**config.mk**
```make
export PLATFORM = sky130hd
export DESIGN_NAME = axi4_stream_scoreboard
export DESIGN_NICKNAME = d
export VERILOG_FILES = /design/src/rtl/axi4_stream_scoreboard.sv
export SDC_FILE = /design/constraint.sdc
export NUM_CORES = 1
export LEC_CHECK = 0
export BUFFER_PORTS_ARGS = -buffer_cell sky130_fd_sc_hd__buf_2
export CORE_MARGIN = 2
export CORE_UTILIZATION = 30
export DETAILED_ROUTE_END_ITERATION = 16
export GPL_TIMING_DRIVEN = 0
export SYNTH_ARGS = -nofsm -noshare
export SYNTH_HDL_FRONTEND = slang
export SYNTH_SLANG_ARGS = --single-unit
```
**constraint.sdc**
```tcl
create_clock -name aclk -period 12.19 [get_ports aclk]
set_input_delay 1.219 -clock aclk [delete_from_list [all_inputs] [get_ports aclk]]
set_output_delay 1.219 -clock aclk [all_outputs]
set_load 0.02 [all_outputs]
```
**src/rtl/axi4_stream_scoreboard.sv**
```systemverilog
// axi4_stream_scoreboard
//   Passive in-order scoreboard for CN AXI4-Stream channels. Expected beats
//   (source-side taps) are buffered per channel and compared against observed
//   beats (sink-side taps) in arrival order. Comparison, packet and error
//   counts are accumulated in saturating counters.
//
// Ports
//   aclk, areset          clock, asynchronous active-high reset
//   clr                   synchronous clear of FIFOs, counters and sticky flags
//   exp_t*                expected-side taps (valid/ready/last per channel,
//                         data and keep packed by channel)
//   obs_t*                observed-side taps, same layout as exp_t*
//   cmp_cnt               beats compared (saturating)
//   pkt_cnt               compared beats carrying obs tlast (saturating)
//   err_cnt               total errors (saturating)
//   err                   per-channel one-cycle error pulse
//   ovf                   sticky: expected beat dropped, FIFO full
//   unexp                 sticky: observed beat with nothing to compare
//   idle                  all FIFOs empty (registered)

module axi4_stream_scoreboard #(
    parameter int DN    = 1,
    parameter int CN    = 2,
    parameter int DEPTH = 16,
    parameter int LW    = 32
) (
    input  logic                 aclk,
    input  logic                 areset,
    input  logic                 clr,
    input  logic [CN-1:0]        exp_tvalid,
    input  logic [CN-1:0]        exp_tready,
    input  logic [CN-1:0]        exp_tlast,
    input  logic [CN*8*DN-1:0]   exp_tdata,
    input  logic [CN*DN-1:0]     exp_tkeep,
    input  logic [CN-1:0]        obs_tvalid,
    input  logic [CN-1:0]        obs_tready,
    input  logic [CN-1:0]        obs_tlast,
    input  logic [CN*8*DN-1:0]   obs_tdata,
    input  logic [CN*DN-1:0]     obs_tkeep,
    output logic [LW-1:0]        cmp_cnt,
    output logic [LW-1:0]        pkt_cnt,
    output logic [LW-1:0]        err_cnt,
    output logic [CN-1:0]        err,
    output logic [CN-1:0]        ovf,
    output logic [CN-1:0]        unexp,
    output logic                 idle
);

    localparam int DW = 8 * DN;
    localparam int BW = DW + DN + 1;          // {data, keep, last}
    localparam int AW = $clog2(DEPTH);
    localparam int SW = $clog2(2 * CN + 1);   // holds up to 2 events per channel

    typedef logic [AW:0] ptr_t;

    logic [BW-1:0] mem [CN][DEPTH];
    ptr_t          wr_ptr    [CN];
    ptr_t          rd_ptr    [CN];
    ptr_t          wr_ptr_nx [CN];
    ptr_t          rd_ptr_nx [CN];
    logic [BW-1:0] exp_beat  [CN];
    logic [BW-1:0] obs_beat  [CN];
    logic [BW-1:0] ref_beat  [CN];

    logic [CN-1:0] exp_xfer;
    logic [CN-1:0] obs_xfer;
    logic [CN-1:0] fifo_empty;
    logic [CN-1:0] fifo_full;
    logic [CN-1:0] bypass;
    logic [CN-1:0] do_pop;
    logic [CN-1:0] do_push;
    logic [CN-1:0] ovf_ev;
    logic [CN-1:0] unexp_ev;
    logic [CN-1:0] cmp_ev;
    logic [CN-1:0] pkt_ev;
    logic [CN-1:0] mis_ev;
    logic [CN-1:0] err_ev;
    logic [CN-1:0] empty_nx;

    logic [SW-1:0] cmp_sum;
    logic [SW-1:0] pkt_sum;
    logic [SW-1:0] err_sum;

    // keep and last must match exactly; data only on bytes the reference keeps
    function automatic logic beat_mismatch(input logic [BW-1:0] a, input logic [BW-1:0] b);
        logic m;
        m = (a[DN:1] != b[DN:1]) || (a[0] != b[0]);
        for (int i = 0; i < DN; i++) begin
            if (a[1+i] && (a[DN+1+8*i +: 8] != b[DN+1+8*i +: 8]))
                m = 1'b1;
        end
        return m;
    endfunction

    function automatic logic [LW-1:0] sat_add(input logic [LW-1:0] a, input logic [SW-1:0] b);
        logic [LW:0] s;
        s = {1'b0, a} + (LW+1)'(b);
        return s[LW] ? {LW{1'b1}} : s[LW-1:0];
    endfunction

    for (genvar g = 0; g < CN; g++) begin : g_chan
        assign exp_xfer[g]   = exp_tvalid[g] & exp_tready[g];
        assign obs_xfer[g]   = obs_tvalid[g] & obs_tready[g];
        assign exp_beat[g]   = {exp_tdata[g*DW +: DW], exp_tkeep[g*DN +: DN], exp_tlast[g]};
        assign obs_beat[g]   = {obs_tdata[g*DW +: DW], obs_tkeep[g*DN +: DN], obs_tlast[g]};

        assign fifo_empty[g] = (wr_ptr[g] == rd_ptr[g]);
        assign fifo_full[g]  = (wr_ptr[g][AW] != rd_ptr[g][AW]) &&
                               (wr_ptr[g][AW-1:0] == rd_ptr[g][AW-1:0]);

        // An obs beat on an empty FIFO consumes a same-cycle exp beat directly.
        assign bypass[g]     = obs_xfer[g] & fifo_empty[g] & exp_xfer[g];
        assign do_pop[g]     = obs_xfer[g] & ~fifo_empty[g];
        assign unexp_ev[g]   = obs_xfer[g] & fifo_empty[g] & ~exp_xfer[g];
        // A pop in the same cycle frees a slot, so a full FIFO still accepts.
        assign ovf_ev[g]     = exp_xfer[g] & fifo_full[g] & ~do_pop[g];
        assign do_push[g]    = exp_xfer[g] & ~bypass[g] & ~ovf_ev[g];

        assign ref_beat[g]   = bypass[g] ? exp_beat[g] : mem[g][rd_ptr[g][AW-1:0]];
        assign cmp_ev[g]     = do_pop[g] | bypass[g];
        assign pkt_ev[g]     = cmp_ev[g] & obs_tlast[g];
        assign mis_ev[g]     = cmp_ev[g] & beat_mismatch(ref_beat[g], obs_beat[g]);
        assign err_ev[g]     = mis_ev[g] | ovf_ev[g] | unexp_ev[g];

        assign wr_ptr_nx[g]  = wr_ptr[g] + {{AW{1'b0}}, do_push[g]};
        assign rd_ptr_nx[g]  = rd_ptr[g] + {{AW{1'b0}}, do_pop[g]};
        assign empty_nx[g]   = (wr_ptr_nx[g] == rd_ptr_nx[g]);
    end

    always_comb begin
        cmp_sum = '0;
        pkt_sum = '0;
        err_sum = '0;
        for (int c = 0; c < CN; c++) begin
            cmp_sum = cmp_sum + SW'(cmp_ev[c]);
            pkt_sum = pkt_sum + SW'(pkt_ev[c]);
            err_sum = err_sum + SW'(mis_ev[c]) + SW'(ovf_ev[c]) + SW'(unexp_ev[c]);
        end
    end

    always_ff @(posedge aclk) begin
        if (!clr) begin
            for (int c = 0; c < CN; c++) begin
                if (do_push[c])
                    mem[c][wr_ptr[c][AW-1:0]] <= exp_beat[c];
            end
        end
    end

    always_ff @(posedge aclk or posedge areset) begin
        if (areset) begin
            for (int c = 0; c < CN; c++) begin
                wr_ptr[c] <= '0;
                rd_ptr[c] <= '0;
            end
            cmp_cnt <= '0;
            pkt_cnt <= '0;
            err_cnt <= '0;
            err     <= '0;
            ovf     <= '0;
            unexp   <= '0;
            idle    <= 1'b1;
        end else if (clr) begin
            for (int c = 0; c < CN; c++) begin
                wr_ptr[c] <= '0;
                rd_ptr[c] <= '0;
            end
            cmp_cnt <= '0;
            pkt_cnt <= '0;
            err_cnt <= '0;
            err     <= '0;
            ovf     <= '0;
            unexp   <= '0;
            idle    <= 1'b1;
        end else begin
            for (int c = 0; c < CN; c++) begin
                wr_ptr[c] <= wr_ptr_nx[c];
                rd_ptr[c] <= rd_ptr_nx[c];
            end
            cmp_cnt <= sat_add(cmp_cnt, cmp_sum);
            pkt_cnt <= sat_add(pkt_cnt, pkt_sum);
            err_cnt <= sat_add(err_cnt, err_sum);
            err     <= err_ev;
            ovf     <= ovf | ovf_ev;
            unexp   <= unexp | unexp_ev;
            idle    <= &empty_nx;
        end
    end

endmodule

```
==> flow_summary.yaml <==
synth:
  syn_nets: 1357
  async_flop_share_pct: 27.8
  synth_seq_area_share_pct: 65.7
  synth_edf_count: 320
  ys_warn_count: 0
  synthCells: 1287
  netlist-cell-type-count: 57
  synth_area_um2: 19300
  synth_top_cells_by_area: "edfxtp_1, dfrtp_1, mux4_2, xor2_1, xnor2_1"
  synth-main-ff-cell: "edfxtp_1"
  ys_ff_latch: 443
  yosysTopAreaCellShare_pct: 49.7
  yosys.area.top_type: "edfxtp_1"
  avgSynthCellArea_um2: 15.0
clock_network:
  cts_tree: "yes"
  cts.hold.buffers_added: 0
  cts_buffer_depth: 3
  cts_inserted_buffers: 49
  cts.clk_slew.worst_paths_ns: 0.06
  post_cts_buffers: 0
  clk_latency_ns: 0.62
  cts-resized-gates: 0
  clkSinkCount: 443
  htreeDepth: 2
  cts_root_buf: "clkbuf_16"
placed_design:
  pre_cts_ws_ns: 5.28
  globalplace.congestion: 0.815
  port_buffers: 153
  dp_cells: 2304
  place_area_um2: 21300
  hpwlAfterDp_um: 33300
worst_hold_path:
  min_from: "ovf[1]"
  min_path_type: "reg -> reg"
critical_path:
  cp.buffers_inverters: 3
  startpoint_type: "flop"
  r2r-start: "rd_ptr[7]"
  critical_path.max_stage_delay_ns: 0.73
  arrival_ns: 7.34
  cpMaxStageDelayCell: "buf_1"
  cp_cell_sequence: "buf_2 > buf_1 > mux4_2 > mux2i_1 > xor2_1 > nand3_1 > a2111oi_2 > a21oi_1 > or2_1 > fa_1 > fa_1 > fa_1 > a21oi_1 > nor4_1 > and3_1 > nand2b_1 > nor2_1 > nand2_1 > clkbuf_1 > a21oi_1"
  required_ns: 12.62
  cp_top_family: "simple AND/OR/NAND/NOR gates"
  critical_path_class: "reg -> reg"
  cp-end-kind: "flop"
  path_max_fanout: 10
  startpoint: "rd_ptr[7]"
sta:
  clock_skew_ns: 0.0505
  setup_tns_ns: 0
  maxSlewHeadroom_pct: 8.69
  timing.fmax_ghz: 0.145
  setup-violations-final: 0
  maxSlewViolCount: 0
  min_period_over_period_pct: 56.7
  setup_ws_ns: 5.28
  worst_pin_slew_ns: 1.36
  rsz0062_at_grt: "no"
  fin_crit_ns: 6.91
  hold_violations: 0
job:
  max_cap_violations: 0
power:
  power.internal_mw: 2.57
  p_leak_nw: 8.34
  p_comb_share_pct: 6.2
  p_per_area_nw_per_um2: 145
  irDropWorstVdd_uv: 98.7
  p_clk_share_pct: 44.5
  swShare_pct: 22.7
  p_sw_uw: 753
  p_seq_share_pct: 49.4
route:
  drt_iter0_drc: 913
  wl_met3_um: 2570
  drc: 0
  firstDrtPassIters: 5
  via_per_inst: 4.93
  m1WireLength_um: 21600
  vias: 11800
  final_antenna_net_count: 0
  maxUsedRoutingLayer: "met5"
  drt_wl_total_um: 49000
  drt-wirelength-per-cell_um: 20.5
  met2_length_um: 23500
global_routing:
  antenna_found_initial: 2
  grt_pass1_wl_um: 74400
  track_usage_pct: 14.7
  grt-ovfl-total: 0
  grt_pass1_vias: 12000
  grt_start_max_net_pins: 83
layout:
  syn_to_final_growth_pct: 18.9
  instances_no_fill: 2397
  diodes: 0
  layout.nets: 1571
  postLayoutCellArea_um2: 23000
  final_layout_size_suffix_gt1_share_pct: 22.4
floorplan:
  fp.coreArea_um2: 64000
  io_pins: 154
  start_util_pct: 30.2
  die_h_um: 258
  die_w_um: 258
  die_area_um2: 66400
  placementRows: 93
outcome:
  status: "complete, no violations"
-- routing by layer --
metal / vias to the layer above / GRT usage, %
li1: 5324 / -
met1: 6067 / 19.8
met2: 331 / 24.0
met3: 81 / 2.54
met4: 4 / 4.82
met5: - / 0
-- synth_stat cells, types with 19 or more instances --
cell and count:
a21oi_1 98, and3_1 19, clkbuf_1 34, dfrtp_1 122, edfxtp_1 320, inv_1 22
mux2i_1 27, mux4_2 71, nand2_1 64, nand3_1 48, nand4_1 24, nor2_1 87
nor2b_1 21, xnor2_1 62, xor2_1 81
-- area by class of cell --
type	count	area, um2
Buffer	56	269
Clock buffer	75	1430
Clock inverter	17	210
Fill cell	6198	41000
Inverter	22	87.6
Multi-Input combinational cell	766	6320
Sequential cell	443	12700
Tap cell	855	1070
Timing Repair Buffer	163	895
-- flip-flops by register name, summed over array words and instances, names as in the netlist --
register,cells
wr_ptr,10
unexp,2
err_cnt,32
cmp_cnt,32
mem,320
err,2
ovf,2
idle,1
pkt_cnt,32
rd_ptr,10
-- cells by family after synthesis --
logic type	share of synthesized area [%]
simple gates	8.82
fa+ha+maj	1.46
flops	65.7
buf+inv	1.82
xor+xnor	6.48
mux	10.9
compound gates	4.87
-- worst reg2reg max path, stage by stage, from the launching register on --
cell and delay (ns):
dfrtp_1 0.32, buf_2 0.29, buf_1 0.74, mux4_2 0.41
mux2i_1 0.17, xor2_1 0.18, nand3_1 0.12, a2111oi_2 0.59
a21oi_1 0.19, or2_1 0.32, fa_1 0.49, fa_1 0.49
fa_1 0.43, a21oi_1 0.36, nor4_1 0.19, and3_1 0.26
nand2b_1 0.18, nor2_1 0.13, nand2_1 0.31, clkbuf_1 0.42
a21oi_1 0.15
-- layout by cell type (no fill, tap or decap), drive strengths merged, types with 5 or more instances in the layout --
cell,netlist,layout
or2,6,6
nand2,64,64
dfrtp,122,122
inv,22,24
buf,22,185
mux2i,27,27
xnor2,62,62
or3,5,5
mux4,78,78
a22oi,13,13
edfxtp,320,320
nor3,17,17
ha,13,13
clkbuf,34,109
xor2,81,81
nor2,87,87
o21ai,8,8
nor2b,21,21
and4,11,11
and3,19,19
nand2b,10,10
nand3,48,48
a21oi,98,98
and2,9,9
clkinv,0,12
fa,6,6
nand4,24,24
nor4,8,8
a31oi,7,7
-- through the flow --
step	hold WS, ns	total power, mW	utilization [%]
after floorplan	0.555	1.79	-
after global placement	0.481	1.87	33.1
after detailed placement	0.488	1.88	33.3
after CTS	0.501	3.37	35.9
after global routing	0.513	3.44	35.9
final	0.495	3.32	35.9
-- power groups by stage --
stage | combinational (mW) | clock [mW] | sequential, mW
final | 0.204 | 1.48 | 1.64
after global routing | 0.227 | 1.58 | 1.64
after CTS | 0.209 | 1.52 | 1.64
after detailed placement | 0.208 | 0 | 1.67
after global placement | 0.203 | 0 | 1.67
after floorplan | 0.116 | 0 | 1.68
-- worst paths after layout --
check                                   end  slack, ns  cells past startpoint
worst max-delay path            err_cnt[22]       5.28                     20
max in group asynchronous              idle      10.77                      3
worst max register to register  err_cnt[22]       5.28                     20
worst min register to register       ovf[1]       0.50                      2
min in group asynchronous         wr_ptr[3]       0.64                      2
worst min-delay path                 ovf[1]       0.50                      2
Power figures use the tool's default switching activity.
